File: src/rtl/serial_add_ctrl.sv
// Bit-serial adder: one full_adder cell is reused over WIDTH cycles, LSB first,
// with a carry flip-flop linking consecutive slices. Start/busy/done handshake.

module full_adder (
  input  logic a,
  input  logic b,
  input  logic cin,
  output logic s,
  output logic cout
);
  assign s    = a ^ b ^ cin;
  assign cout = (a & b) | (a & cin) | (b & cin);
endmodule

module serial_add_ctrl #(
  parameter int WIDTH = 8
) (
  input  logic             clk,
  input  logic             rst,
  input  logic             start,
  input  logic [WIDTH-1:0] a,
  input  logic [WIDTH-1:0] b,
  input  logic             cin,
  output logic             busy,
  output logic             done,
  output logic [WIDTH-1:0] sum,
  output logic             cout
);
  localparam int CW = $clog2(WIDTH);

  typedef enum logic [1:0] {IDLE, RUN, DONE} state_t;

  state_t           state_reg, state_next;
  logic [WIDTH-1:0] sa_reg, sb_reg, sr_reg, sum_reg;
  logic             carry_reg, cout_reg;
  logic [CW-1:0]    cnt_reg;
  logic             fa_s, fa_cout;
  logic             last_slice;
  logic [WIDTH-1:0] sr_next;

  full_adder u_fa (
    .a    (sa_reg[0]),
    .b    (sb_reg[0]),
    .cin  (carry_reg),
    .s    (fa_s),
    .cout (fa_cout)
  );

  assign last_slice = (cnt_reg == CW'(WIDTH - 1));
  // New sum bit enters at the MSB so that after WIDTH slices bit 0 holds slice 0.
  assign sr_next    = {fa_s, sr_reg[WIDTH-1:1]};

  always_ff @(posedge clk) begin
    if (rst) state_reg <= IDLE;
    else     state_reg <= state_next;
  end

  always_comb begin
    state_next = state_reg;
    case (state_reg)
      IDLE:    if (start) state_next = RUN;
      RUN:     if (last_slice) state_next = DONE;
      DONE:    state_next = IDLE;
      default: state_next = IDLE;
    endcase
  end

  always_comb begin
    busy = (state_reg == RUN);
    done = (state_reg == DONE);
  end

  always_ff @(posedge clk) begin
    if (rst) begin
      sa_reg    <= '0;
      sb_reg    <= '0;
      sr_reg    <= '0;
      carry_reg <= 1'b0;
      cnt_reg   <= '0;
      sum_reg   <= '0;
      cout_reg  <= 1'b0;
    end else begin
      case (state_reg)
        IDLE: begin
          if (start) begin
            sa_reg    <= a;
            sb_reg    <= b;
            sr_reg    <= '0;
            carry_reg <= cin;
            cnt_reg   <= '0;
          end
        end
        RUN: begin
          sa_reg    <= sa_reg >> 1;
          sb_reg    <= sb_reg >> 1;
          sr_reg    <= sr_next;
          carry_reg <= fa_cout;
          if (last_slice) begin
            sum_reg  <= sr_next;
            cout_reg <= fa_cout;
            cnt_reg  <= '0;
          end else begin
            cnt_reg <= cnt_reg + 1'b1;
          end
        end
        default: ;
      endcase
    end
  end

  assign sum  = sum_reg;
  assign cout = cout_reg;
endmodule

File: config.mk
export PLATFORM = sky130hd
export DESIGN_NAME = serial_add_ctrl
export DESIGN_NICKNAME = d
export VERILOG_FILES = /design/src/rtl/serial_add_ctrl.sv
export SDC_FILE = /design/constraint.sdc
export NUM_CORES = 1
export LEC_CHECK = 0
export BUFFER_PORTS_ARGS = -buffer_cell sky130_fd_sc_hd__buf_4
export CAP_MARGIN = 5
export CORE_AREA = 2 2 62 64
export CTS_CLUSTER_DIAMETER = 120
export DETAILED_ROUTE_END_ITERATION = 8
export DIE_AREA = 0 0 64 66
export PLACE_DENSITY = 0.84
export SETUP_SLACK_MARGIN = 0.2
export SLEW_MARGIN = 20
export SYNTH_ARGS = -nofsm -noshare
export SYNTH_HDL_FRONTEND = slang
export SYNTH_HIERARCHICAL = 1
export SYNTH_SLANG_ARGS = --single-unit
export TNS_END_PERCENT = 30
File: constraint.sdc
create_clock -name clk -period 1.2 [get_ports clk]
set_input_delay 0.24 -clock clk [delete_from_list [all_inputs] [get_ports clk]]
set_output_delay 0.24 -clock clk [all_outputs]
set_load 0.01 [all_outputs]
; After elaboration in Yosys (flattened, before gate mapping)
; Cells that the tools add are included.
[totals]
regBits = 39
latchBits = 0
mem_bits_rw = 0
romBits = 0
inputBits = 20
out_inout_bits = 11
word_cells = 40
n_memories = 0
[classes]
add_sub_neg = 1
n_mul = 0
div = 0
order_cmp = 0
eq_ne = 5
shift = 0
mux = 14
bitwise_logic = 7
reduce_logical = 5
[ops]
columns = op, count
row1 = $pmux 8 s2, 3
row2 = $mux 8, 3
row3 = $mux 3, 2
row4 = $pmux 3 s2, 1
row5 = $reduce_and 2->1, 3
row6 = $mux 2, 2
row7 = $pmux 2 s2, 1
row8 = $add 3x1->3 const B, 1
row9 = $and 1x1->1, 3
row10 = $eq 3x3->1 const B, 1
row11 = $eq 2x1->1 const B, 1
row12 = $eq 2x2->1 const B, 1
row13 = $logic_not 2->1, 1
row14 = $ne 2x1->1 const B, 1
row15 = $ne 2x2->1 const B, 1
row16 = $or 1x1->1, 2
row17 = $pmux 1 s2, 1
row18 = $reduce_bool 2->1, 1
row19 = $xor 1x1->1, 2
row20 = $mux 1, 1

; Longest topological paths before layout
[depth]
ltp_word = 4
ltp_mapped = 6
depth_no_buf = 5

; Hierarchy
; Netlist, hierarchy kept.
[by_module_without_submodules]
columns = mod, instances, cells_per_inst, area_per_inst_um2, seq_area_each_um2
row1 = serial_add_ctrl, 1, 163, 1636.6, 760.7
row2 = full_adder, 1, 1, 20.0, 0.0

; Least setup slack after synthesis
; Ideal clock, no wire load.
[synth_timing]
kind = register to register
startpoint = register cnt_reg[0]
endpoint = register sum_reg[4] (netlist: sum[4])
setup_time_ns = 0.143
t_arrival_ns = 1.134
t_required_ns = 1.057
setup_slack_ns = -0.076
path_stages_with_launch = 7
path_buffers = 1
period_less_slack_ns = 1.276
path_cell_list = dfxtp_1 ha_1 ha_1 and3b_1 buf_2 nand2_1 a21oi_1
[synth_between]
elab_chain_cells = 2
[synth_lines]
columns = item, line
row1 = from (decl), 36  ; logic [CW-1:0] cnt_reg;
row2 = from (signal assigned), 103  ; cnt_reg <= cnt_reg + 1'b1;
row3 = $eq 3x3->1, 49  ; assign last_slice = (cnt_reg == CW'(WIDTH - 1));
row4 = $reduce_and 2->1 (no line), --
row5 = to (signal assigned), 99  ; sum_reg <= sr_next;
row6 = to (decl), 34  ; logic [WIDTH-1:0] sa_reg, sb_reg, sr_reg, sum_reg;
; Every way passes these cells.
; A chain may end at the register's enable or synchronous reset.

; Worst setup path in the final report
[layout_timing]
startpoint = register state_reg[1]
endpoint = output port busy
[layout_between]
elab_chain_cells = 1
[layout_lines]
columns = item, line
row1 = from (decl), 33  ; state_t state_reg, state_next;
row2 = from (signal assigned), 55  ; else state_reg <= state_next;
row3 = $eq 2x1->1, 69  ; busy = (state_reg == RUN);
row4 = to (decl), 24  ; output logic busy,
; Every way passes these cells.

==> impl_metrics.env <==
export IMPL_nets=238
export IMPL_grt_usage_pct=18.8
export IMPL_crit_required_ns=0.96
export IMPL_yosysWarnings=6
export IMPL_wl_per_cell_microns=16.1
export IMPL_synthMostInstantiatedCell="dfxtp_1"
export IMPL_timing_rr_end="sum[5]$_SDFFE_PP0P_"
export IMPL_grt_pass1_wl_microns=6010
export IMPL_fin_crit_ns=1.39
export IMPL_insertion_delay_ns=0.34
export IMPL_rsz0062_at_grt="true"
export IMPL_dp_cells=246
export IMPL_worstPathArrival_ns=1.15
export IMPL_clock_sinks=38
export IMPL_num_rows=22
export IMPL_vias=1404
export IMPL_numCtsBuffers=5
export IMPL_n_antenna_cell=0
export IMPL_startpoint_type="flop"
export IMPL_synth_commonest_cells="dfxtp_1, nor2_1, nand2_1"
export IMPL_endpoint_kind="output port"
export IMPL_fin_cells=264
export IMPL_drv_cap=0
export IMPL_io_pins=31
export IMPL_synth_cell_type_count=27
export IMPL_drt_total_wl_microns=4250
export IMPL_area_delta_synth_final_pct=47.2
export IMPL_antenna_left=0
export IMPL_gp_congestion=0.732
export IMPL_postCtsHoldBufs=0
export IMPL_htreeDepth=2
export IMPL_dr_wl_met2_microns=2150
export IMPL_wl_met3_microns=184
export IMPL_status="complete, but fails checks"
export IMPL_clockBufferDepth=2
export IMPL_ys_flop_type="dfxtp_1"
export IMPL_antenna_found_initial=0
export IMPL_design_area_sq_um=2440
export IMPL_synthesis_area_sq_um=1660
export IMPL_drtPass1Iterations=4
export IMPL_worstHoldStart="b[7]"
export IMPL_synth_edf_count=0
export IMPL_layout_drive_gt1_share_pct=59.3
export IMPL_reg2reg_depth=7
export IMPL_p_per_area_nw_per_um2=1200
export IMPL_synth_top_area_share_pct=45.9
export IMPL_slew_headroom_pct=65.3
export IMPL_finalClockSkew_ns=0.0141
export IMPL_routed_top_layer="met4"
export IMPL_grt_overflow=0
export IMPL_min_to="sb_reg[7]$_SDFFE_PP0P_"
export IMPL_grt_pass1_vias=1278
export IMPL_crit_path_max_fanout=3
export IMPL_synth_largest_area_cell="dfxtp_1"
export IMPL_post_place_ws_ns=-0.0984
export IMPL_vdd_drop_max_mv=0.887
export IMPL_clock_root_buffer="clkbuf_4"
export IMPL_hpwl_microns=2250
export IMPL_crit_type="reg -> out"
export IMPL_port_buffers=30
export IMPL_cts_reportedPaths_clkPinSlew_ns=0.12
export IMPL_power_leakage_nw=1.01
export IMPL_dieArea_sq_um=4220
export IMPL_dpl_cell_area_sq_um=2020
export IMPL_synth_fp_nets=187
export IMPL_violations="setup timing"
export IMPL_die_w_microns=64
export IMPL_yosys_top_cells_area="dfxtp_1, a211oi_2, mux2i_1"
export IMPL_coreArea_sq_um=3550
export IMPL_synth_cells=164
export IMPL_whs_path_depth=3
export IMPL_drc_errors=0
export IMPL_worst_slack_ns=-0.190
export IMPL_viasPerCell=5.32
export IMPL_drt_iter0_drc=88
export IMPL_fp_dieH_microns=66
export IMPL_max_slew_worst_pin_slew_ns=0.521
export IMPL_cts_tree="built"
export IMPL_grt_max_degree=39
export IMPL_synth_avg_cell_area_sq_um=10.1
export IMPL_synthArstFlopShare_pct=0
export IMPL_post_route_period_util_pct=116
export IMPL_timing_fmax_mhz=719
export IMPL_hp_class="in -> reg"
export IMPL_reg2reg_slack_ns=-0.16
export IMPL_utilization_pct=68.7
export IMPL_whs_ns=0.163
export IMPL_reg2reg_from="state_reg[1]$_SDFFE_PP0P_"
export IMPL_m1WireLength_microns=1850
export IMPL_hold_viol=0
export IMPL_yosysSeqAreaShare_pct=45.9
export IMPL_slew_violations=0
export IMPL_yosys_register_bits=38
export IMPL_start_util_pct=46.7
export IMPL_setup_violations_final=26
-- cells in the final DEF, fill, tap and decap left out, types with 2 or more instances in the layout --
| master | instances |
|---|---|
| mux2i_1 | 12 |
| a21oi_2 | 8 |
| mux2i_2 | 2 |
| nand2_1 | 10 |
| a22oi_1 | 8 |
| buf_8 | 2 |
| a2111oi_2 | 2 |
| dfxtp_1 | 32 |
| nor4b_1 | 2 |
| dfxtp_2 | 5 |
| clkbuf_4 | 5 |
| inv_1 | 2 |
| nor2_1 | 18 |
| bufinv_16 | 2 |
| nand2_4 | 2 |
| ha_4 | 2 |
| a211oi_2 | 13 |
| buf_4 | 41 |
| nor2_2 | 9 |
| nand2_2 | 6 |
| buf_6 | 12 |
| a22oi_2 | 4 |
-- metal layers --
metal	global-route usage [%]	up-vias
li1	-	679
met1	21.9	683
met2	32.2	36
met3	5.28	6
met4	8.42	0
met5	0	-
-- worst max-delay path, stage by stage, from the launching register on --
cell     delay [ns]
dfxtp_2        0.36
buf_6          0.12
nor2b_4        0.13
buf_12         0.11
buf_6          0.09
-- worst max-delay path by stage --
stage                              start                  end  cells past startpoint
2_1_floorplan    cnt_reg[0]$_SDFFE_PP0P_  sum[4]$_SDFFE_PP0P_                      6
3_3_place_gp     cnt_reg[1]$_SDFFE_PP0P_  sum[6]$_SDFFE_PP0P_                      6
3_5_place_dp     cnt_reg[1]$_SDFFE_PP0P_  sum[2]$_SDFFE_PP0P_                      6
4_1_cts        state_reg[1]$_SDFFE_PP0P_                 busy                      4
5_1_grt        state_reg[1]$_SDFFE_PP0P_                 busy                      4
6_report       state_reg[1]$_SDFFE_PP0P_                 busy                      4
-- logic make-up (layout without fill, tap and decap cells) --
kind of cell / Yosys count / after routing / share of synthesized area, %
compound gates: 38 / 38 / 20.8
fa+ha+maj: 3 / 3 / 2.72
buf+inv: 16 / 67 / 6.80
flops: 38 / 38 / 45.9
mux: 14 / 14 / 8.46
simple gates: 55 / 56 / 15.3
-- layout make-up --
class                      count  area, sq um
inverter                       2         7.51
fill                         227         1110
clock inverter                 3         68.8
tap                           48         60.1
sequential                    38          771
multi-input combinational    111          976
clock buffer                   5         37.5
timing repair buffer          57          518
-- stage by stage --
| stage | setup TNS [ns] | total power [mW] |
|---|---|---|
| floorplan | 0 | 1.63 |
| global placement | -0.277 | 1.73 |
| detailed placement | -1.05 | 1.74 |
| CTS | -0.842 | 2.87 |
| global route | -3.66 | 3.04 |
| finish | -1.98 | 2.92 |
-- power breakdown --
| part | switching (mW) | internal [mW] | total [mW] |
|---|---|---|---|
| clock | 0.436 | 0.652 | 1.09 |
| sequential | 0.0457 | 1.32 | 1.37 |
| combinational | 0.222 | 0.242 | 0.464 |
| total | 0.703 | 2.21 | 2.92 |
-- repair_timing --
| item | 4_1_cts | 5_1_grt |
|---|---|---|
| gates cloned | 2 | 2 |
| setup buffers | 4 | 2 |
| resized for setup | 43 | 23 |
| pin swaps | 16 | 13 |
| setup endpoints to repair | 49 | 49 |
Note: power is estimated with default switching activity, not from simulation.
